`src/rtl/mux_21_arbiter.sv`:
```
// mux_21_arbiter
// Two-requester burst arbiter in front of a registered 2:1 datapath mux.
// A requester owns the mux for at most BURST_MAX accepted beats. Ownership
// ends early on the first granted cycle in which the owner's valid is low.
// Ties are broken round-robin against the last released owner.
//
// Optional build macro: MUX_ARB_FIXED_PRIO_EN
//   When defined, in0 always wins arbitration when it requests. last_grant
//   is still tracked but not consulted. BURST_MAX still bounds each burst.
//
// Ports
//   clk, rst             rising-edge clock, synchronous active-high reset
//   in0_valid/data/ready requester 0 valid/ready beat interface
//   in1_valid/data/ready requester 1 valid/ready beat interface
//   out_valid/data/ready registered output stage, downstream handshake
//   sel                  registered mux select (0 = in0, 1 = in1)
//   busy                 high while either requester holds the grant

// Per-requester handshake slice. A requester is ready only while it owns
// the grant and the output register can take a beat this cycle.
module mux_21_arbiter_port (
    input  logic granted,
    input  logic slot_free,
    input  logic valid,
    output logic ready,
    output logic accept
);
    assign ready  = granted && slot_free;
    assign accept = valid && ready;
endmodule

module mux_21_arbiter #(
    parameter int WIDTH     = 8,
    parameter int BURST_MAX = 4
) (
    input  logic             clk,
    input  logic             rst,
    input  logic             in0_valid,
    input  logic [WIDTH-1:0] in0_data,
    output logic             in0_ready,
    input  logic             in1_valid,
    input  logic [WIDTH-1:0] in1_data,
    output logic             in1_ready,
    output logic             out_valid,
    output logic [WIDTH-1:0] out_data,
    input  logic             out_ready,
    output logic             sel,
    output logic             busy
);

    typedef enum logic [1:0] {
        IDLE = 2'd0,
        GNT0 = 2'd1,
        GNT1 = 2'd2
    } state_t;

    state_t     state_q, state_d;
    logic       last_grant;
    logic [3:0] beat_cnt;

    // Requesters gathered into packed vectors so both slices share one body.
    logic [1:0]            req_vld;
    logic [1:0][WIDTH-1:0] req_data;
    logic [1:0]            req_gnt;
    logic [1:0]            req_rdy;
    logic [1:0]            req_acc;

    assign req_vld  = {in1_valid, in0_valid};
    assign req_data = {in1_data, in0_data};
    assign req_gnt  = {state_q == GNT1, state_q == GNT0};

    // Output register can take a beat if empty or being drained this cycle.
    logic slot_free;
    assign slot_free = !out_valid || out_ready;

    for (genvar n = 0; n < 2; n++) begin : g_port
        mux_21_arbiter_port u_port (
            .granted   (req_gnt[n]),
            .slot_free (slot_free),
            .valid     (req_vld[n]),
            .ready     (req_rdy[n]),
            .accept    (req_acc[n])
        );
    end

    assign in0_ready = req_rdy[0];
    assign in1_ready = req_rdy[1];
    assign busy      = (state_q != IDLE);

    // Index of the current owner; only meaningful in a grant state.
    logic owner;
    assign owner = (state_q == GNT1);

    logic       acc_any;
    logic [3:0] cnt_inc;
    logic       burst_end;
    logic       owner_vld;
    logic       release_gnt;

    assign acc_any   = |req_acc;
    assign cnt_inc   = beat_cnt + 4'd1;
    assign burst_end = acc_any && (cnt_inc == 4'(BURST_MAX));
    assign owner_vld = req_vld[owner];

    // Next-state: arbitration in IDLE, release out of the grant states.
    always_comb begin
        state_d     = state_q;
        release_gnt = 1'b0;
        unique case (state_q)
            IDLE: begin
                if (in0_valid && in1_valid) begin
`ifdef MUX_ARB_FIXED_PRIO_EN
                    state_d = GNT0;
`else
                    // last_grant == 1 means in1 had the bus last: in0 wins.
                    state_d = last_grant ? GNT0 : GNT1;
`endif
                end else if (in0_valid) begin
                    state_d = GNT0;
                end else if (in1_valid) begin
                    state_d = GNT1;
                end
            end
            GNT0, GNT1: begin
                // An idle owner never accepts, so the two causes are exclusive.
                if (burst_end || !owner_vld) begin
                    state_d     = IDLE;
                    release_gnt = 1'b1;
                end
            end
            default: state_d = IDLE;
        endcase
    end

    always_ff @(posedge clk) begin
        if (rst) begin
            state_q    <= IDLE;
            last_grant <= 1'b1;
            beat_cnt   <= 4'd0;
            sel        <= 1'b0;
            out_valid  <= 1'b0;
            out_data   <= '0;
        end else begin
            state_q <= state_d;

            // Select moves only on grant entry and holds through IDLE.
            if (state_q == IDLE && state_d != IDLE)
                sel <= (state_d == GNT1);

            if (release_gnt) begin
                last_grant <= owner;
                beat_cnt   <= 4'd0;
            end else if (acc_any) begin
                beat_cnt <= cnt_inc;
            end

            // An accept refills the slot even if it is drained this cycle.
            if (acc_any) begin
                out_data  <= req_data[owner];
                out_valid <= 1'b1;
            end else if (out_valid && out_ready) begin
                out_valid <= 1'b0;
            end
        end
    end

endmodule

```
`config.mk`:
```
export PLATFORM = sky130hd
export DESIGN_NAME = mux_21_arbiter
export DESIGN_NICKNAME = d
export VERILOG_FILES = /design/src/rtl/mux_21_arbiter.sv
export SDC_FILE = /design/constraint.sdc
export NUM_CORES = 1
export LEC_CHECK = 0
export ABC_AREA = 1
export CORE_MARGIN = 4
export CORE_UTILIZATION = 39
export DETAILED_ROUTE_END_ITERATION = 10
export PLACE_DENSITY = 0.74
export SLEW_MARGIN = 20
export SYNTH_ARGS = -nofsm -noshare
export SYNTH_HDL_FRONTEND = slang
export SYNTH_HIERARCHICAL = 1
export SYNTH_SLANG_ARGS = --single-unit
```
`constraint.sdc`:
```
create_clock -name clk -period 1.63 [get_ports clk]
set_input_delay 0.4075 -clock clk [delete_from_list [all_inputs] [get_ports clk]]
set_output_delay 0.4075 -clock clk [all_outputs]
set_load 0.02 [all_outputs]
```
==> results of run 1 <==
## final cells by class
cell class	count	area share, %
Sequential cell	17	23.4
Inverter	18	4.88
Multi-Input combinational cell	91	41.1
Clock buffer	4	1.77
Tap cell	28	2.36
Timing Repair Buffer	45	26.5
## worst max-delay path, stage by stage
cell and delay [ps]:
clkdlybuf4s50_1 500, inv_2 60, nor2_4 90, o21ai_2 70, nor2_2 110, nand3_2 150
nand2_2 110, nand2_4 70, nand2_2 90, o211ai_2 60
## state kept, by name, summed over array words and instances, names as in the netlist
name        flops
out_data        8
beat_cnt        4
state_q         2
last_grant      1
out_valid       1
sel             1
## Yosys cell counts, drive strengths merged
master  count  share of area [%]
dfxtp      17                 36
nand4       1               0.66
inv        17                6.7
nand3b      1                1.2
o211ai      2                2.1
buf         2                1.3
clkinv      1               0.39
nand2      42                 18
nand3       6                4.7
clkbuf      1               0.79
o21ai      11                6.6
nor2        9                4.9
ha          6                7.9
xor2        1               0.92
a31oi       8                5.3
a21oi       4                3.3
## timing repair
action	4_1_cts	5_1_grt
resized for setup	45	8
pin swaps	10	12
setup endpoints to repair	29	9
setup buffers	3	1
## final timing paths
check / startpoint / endpoint / slack, ps / cells past startpoint
max reg2reg: state_q[0] / last_grant / 90 / 11
min reg2reg: beat_cnt[3] / beat_cnt[3] / 500 / 2
max: in1_valid / last_grant / 60 / 10
min: beat_cnt[3] / beat_cnt[3] / 500 / 2
## cells by family after synthesis
family                   after synthesis
buffers and inverters                 21
AO/OA/AOI/OAI                         25
AND/OR/NAND/NOR                       59
XOR/XNOR                               1
flip-flops                            17
adder cells (fa/ha/maj)                6
## layer usage
metal / vias up / GRT usage (%)
met1: 450 / 16.0
met5: - / 0
met2: 35 / 25.3
li1: 506 / -
met3: 4 / 4.07
met4: 0 / 5.96
## where the power goes
part	internal [mW]	switching (mW)
clock network	0.0949	0.126
logic	0.183	0.228
registers	0.455	0.0305
total	0.733	0.384
## metrics by stage
step                total power, mW  util, %  instances
global placement              0.878     60.6        198
floorplan                     0.701        -        129
detailed placement            0.885     60.6        198
CTS                            1.11     65.1        205
global route                   1.18     65.3        203
finish                         1.12     65.3        203
==> flow_summary.json, run 1 <==
{
  "wl_met3_microns": 184,
  "final_cell_mix": "32 x nand2_1, 18 x clkdlybuf4s50_1, 15 x dfxtp_1, 12 x buf_4",
  "drc": 0,
  "die_w_microns": 57.4,
  "ant_nets": 0,
  "layout-drive-gt1-share_pct": 30.9,
  "ioPinCount": 34,
  "track_usage_pct": 14.4,
  "synth_nets": 156,
  "hold_buffers": 0,
  "p_per_area_nw_per_um2": 752,
  "grt_max_degree": 19,
  "avgSynthCellArea_sq_um": 7.38,
  "final_common_cell": "nand2_1",
  "grt_pass1_wl_microns": 3800,
  "synth_xor_area_share_pct": 0.920,
  "core_sq_um": 2280,
  "gp_congestion": 0.760,
  "postSynthCellCount": 129,
  "dpl.hpwl_microns": 1780,
  "die_area_sq_um": 3300,
  "fin_area_sq_um": 1490,
  "timing.fmax_ghz": 0.639,
  "place_area_sq_um": 1380,
  "ctsLongestPathBuffers": 2,
  "relSlewSlack_pct": 81.1,
  "cts.sinks": 17,
  "period_share_pct": 96.0,
  "cts_max_level": 1,
  "grt-ovfl-total": 0,
  "cts_root_buf": "clkbuf_4",
  "synth-seq-cells": 17,
  "worst_slack_ps": 64.5,
  "num_rows": 17,
  "worstSkewPairLatency_ps": 280,
  "nets": 203,
  "hold_viol": 0,
  "crit_fanout": 3,
  "insertedDiodeCount": 0,
  "fin_skew_ps": 2.62,
  "synth-simple-area-share_pct": 29.0,
  "hold_path_class": "reg -> reg",
  "wl_met1_microns": 1080,
  "worst_ep_required_time_ps": 1800,
  "yosys_warnings": 6,
  "holdWs_ps": 502,
  "critPathLaunchType": "input pin",
  "worst_slew_pin_slew_ps": 283,
  "routed_wl_microns": 2410,
  "area_delta_synth_final_pct": 56.1,
  "setup_viol": 0,
  "slew_viol_final": 0,
  "cts_tree": "done",
  "critPathKind": "in -> reg",
  "initial_utilization_pct": 41.8,
  "dr_wl_met2_microns": 1110,
  "p_leak_nw": 0.703,
  "drtIter0Drc": 9,
  "synth-compound-area-share_pct": 17.2,
  "cts_buffers": 3,
  "grt_pass1_vias": 939,
  "status": "completed",
  "viasPerCell": 4.90,
  "io_buffers": 33,
  "syn-cell-area_sq_um": 952,
  "yosys.cell_types.count": 25,
  "ys_seq_area_share_pct": 35.7,
  "synthAdderAreaFrac_pct": 7.88,
  "cap_violations": 0,
  "vias": 995,
  "clk_pin_slew_ps": 90,
  "peakVddDrop_v": 0.000462,
  "setup_tns_ps": 0,
  "multi_input_area_sq_um": 611,
  "firstDrtPassIters": 4,
  "min_period_ps": 1570,
  "dp_slack_ps": -500,
  "cp-end-kind": "register",
  "cp.arrival_ps": 1730,
  "antenna_found_initial": 0,
  "regArea_sq_um": 348,
  "wl_per_cell_microns": 11.9,
  "synth_top_family_by_area": "simple AND/OR/NAND/NOR gates",
  "highest_layer": "met4",
  "fillers": 207,
  "die_y_microns": 57.4,
  "muxShareOfSynthArea_pct": 0
}
Power figures use the tool's default switching activity.
==> run 2: changes to the inputs <==
SYNTH_HIERARCHICAL = unset   (was 1)
==> run 2 against run 1 <==
Net effect:
- global-route usage rose by 0.20 points
- non-clock buffer count rose by 4
- routed wire length barely moved
- critical path depth fell by 5
- clock power rose by 3%
- design area rose by 0.50%
- power rose by 0.65%
- sequential power barely moved
- sequential cell count did not move
- core utilization rose by 1.6 points
- setup slack improved by 9.3 ps
==> flow_summary.json, run 2 <==
{
  "cts.sinks": 17,
  "cts_tree": "done",
  "synth_xor_area_share_pct": 0,
  "synthAdderAreaFrac_pct": 8.09,
  "dpl.hpwl_microns": 1830,
  "cp_slowest_cell": "dfxtp_2",
  "routed_wl_microns": 2410,
  "hold_path_class": "reg -> reg",
  "async_flop_share_pct": 0,
  "hold_start": "last_grant",
  "final_cell_mix": "36 x nand2_1, 19 x clkdlybuf4s50_1, 15 x dfxtp_1, 15 x buf_4",
  "firstDrtPassIters": 4,
  "yosys_warnings": 0,
  "holdWs_ps": 511,
  "avgSynthCellArea_sq_um": 7.20,
  "synth_edf_count": 0,
  "cp-end-kind": "primary output",
  "worstSkewPairLatency_ps": 290,
  "rr_worst_depth": 14,
  "synth-compound-area-share_pct": 15.5,
  "drtIter0Drc": 5,
  "antenna_found_initial": 0,
  "nets": 207,
  "vias": 976,
  "ys_seq_area_share_pct": 36.7,
  "initial_utilization_pct": 41.6,
  "status": "completed",
  "viasPerCell": 4.71,
  "r2r_end": "sel",
  "p_per_area_nw_per_um2": 753,
  "cts_root_buf": "clkbuf_4",
  "slew_viol_final": 0,
  "cap_violations": 0,
  "timing.fmax_ghz": 0.643,
  "p_leak_nw": 0.715,
  "muxShareOfSynthArea_pct": 0,
  "setup_viol": 0,
  "period_share_pct": 95.5,
  "postSynthCellCount": 129,
  "hold_depth": 2,
  "die_w_microns": 56.8,
  "syn-cell-area_sq_um": 928,
  "track_usage_pct": 14.6,
  "cp_top_family": "flip-flops",
  "post-synth-top-area-cell": "dfxtp_1",
  "synth_top_area_share_pct": 36.7,
  "synth_nets": 156,
  "num_rows": 17,
  "yosys.cell_types.count": 24,
  "ctsLongestPathBuffers": 2,
  "gp_congestion": 0.881,
  "critPathLaunchType": "register",
  "hold_viol": 0,
  "ioPinCount": 34,
  "relSlewSlack_pct": 79.4,
  "min_period_ps": 1560,
  "cts_buffers": 3,
  "synth-simple-area-share_pct": 31.0,
  "peakVddDrop_v": 0.000642,
  "insertedDiodeCount": 0,
  "ys.flop_type": "dfxtp_1",
  "synth_area_leaders": "dfxtp_1 37%, nand2_1 16%, ha_1 8.1%",
  "yosysMostFrequentCell": "nand2_1",
  "die_area_sq_um": 3230,
  "final_common_cell": "nand2_1",
  "hold_buffers": 0,
  "ant_nets": 0,
  "max_stage_delay_ps": 350,
  "worst_ep_required_time_ps": 1220,
  "fin_skew_ps": 1.07,
  "layout-drive-gt1-share_pct": 27.9,
  "synth-seq-cells": 17,
  "wl_per_cell_microns": 11.6,
  "worstPathCellList": "inv_2, ha_4, inv_2, nor2_2, buf_4",
  "min_to": "last_grant",
  "area_delta_synth_final_pct": 60.9,
  "regArea_sq_um": 345,
  "clk_pin_slew_ps": 100,
  "total_power_mw": 1.12,
  "cp.arrival_ps": 1150,
  "yosys-top-cells-count": "39 x nand2_1, 17 x dfxtp_1, 14 x inv_1",
  "largest_reg_flops": 8,
  "grt_pass1_wl_microns": 3730,
  "die_y_microns": 56.8,
  "io_buffers": 33,
  "fillers": 208,
  "crit_fanout": 3,
  "core_sq_um": 2230,
  "cts_max_level": 1,
  "cp_common_cell": "inv_2",
  "drc": 0,
  "grt_pass1_vias": 897,
  "critPathKind": "reg -> out",
  "setup_tns_ps": 0,
  "grt-ovfl-total": 0,
  "multi_input_area_sq_um": 572,
  "fin_util_pct": 66.9,
  "rrSetupSlack_ps": 110,
  "regMostFlops": "out_data",
  "cp_num_buf_inv": 3,
  "top_regs": "out_data (8), beat_cnt (4), state_q (2)",
  "synth_top_family_by_area": "simple AND/OR/NAND/NOR gates",
  "r2r_start": "state_q[0]",
  "worst_slew_pin_slew_ps": 309,
  "grt_max_degree": 18
}
## run 2: stage by stage
step	area, sq um	worst slack [ps]	cells
detailed placement	1370	-509	198
floorplan	931	8.98	129
global placement	1370	-466	198
finish	1490	73.7	207
global route	1490	-14.1	207
CTS	1400	-51.7	204
## run 2: worst max path at each step
stage	start	end	depth (start not counted)
3_5_place_dp	out_ready	in1_ready	6
3_3_place_gp	out_ready	in0_ready	6
2_1_floorplan	state_q[0]	in1_ready	5
4_1_cts	state_q[0]	in1_ready	5
6_report	state_q[0]	in1_ready	5
5_1_grt	state_q[0]	sel	14
## run 2: tightest hold or removal path, delay by kind of cell (launching register included)
family	cells	cell delay (ps)
DFF	1	350
AOI/OAI and AO/OA	1	70
and+or+nand+nor	1	60
## run 2: metal layers
layer / up-vias / GRT usage [%] / part of all wire, %
met5: - / 0 / 0
met4: 0 / 4.97 / 0.67
met3: 2 / 4.14 / 8.4
met2: 34 / 25.4 / 47
met1: 424 / 16.9 / 44
li1: 516 / - / -
## run 2: cell families (layout without fill, tap and decap cells)
family	after synthesis	in the layout
AND/OR/NAND/NOR	61	61
buffers and inverters	20	70
AO/OA/AOI/OAI	25	25
adder cells (fa/ha/maj)	6	6
flip-flops	17	17
## run 2: report_power, final
group          leakage, nW  switching, mW  internal [mW]
combinational        0.561          0.215          0.200
clock               0.0150          0.131         0.0951
sequential           0.140         0.0286          0.455
## run 2: area by class of cell
class	count	area share, %
multi-input cells	92	38.3
flip-flops and latches	17	23.1
repair buffers	49	29.9
inverters	17	4.61
clock buffers	4	1.76
well taps	28	2.35
## run 2: repair_timing
action	in CTS	in global routing
setup buffers	2	3
resized for setup	32	18
setup endpoints to repair	29	18
pin swaps	0	9
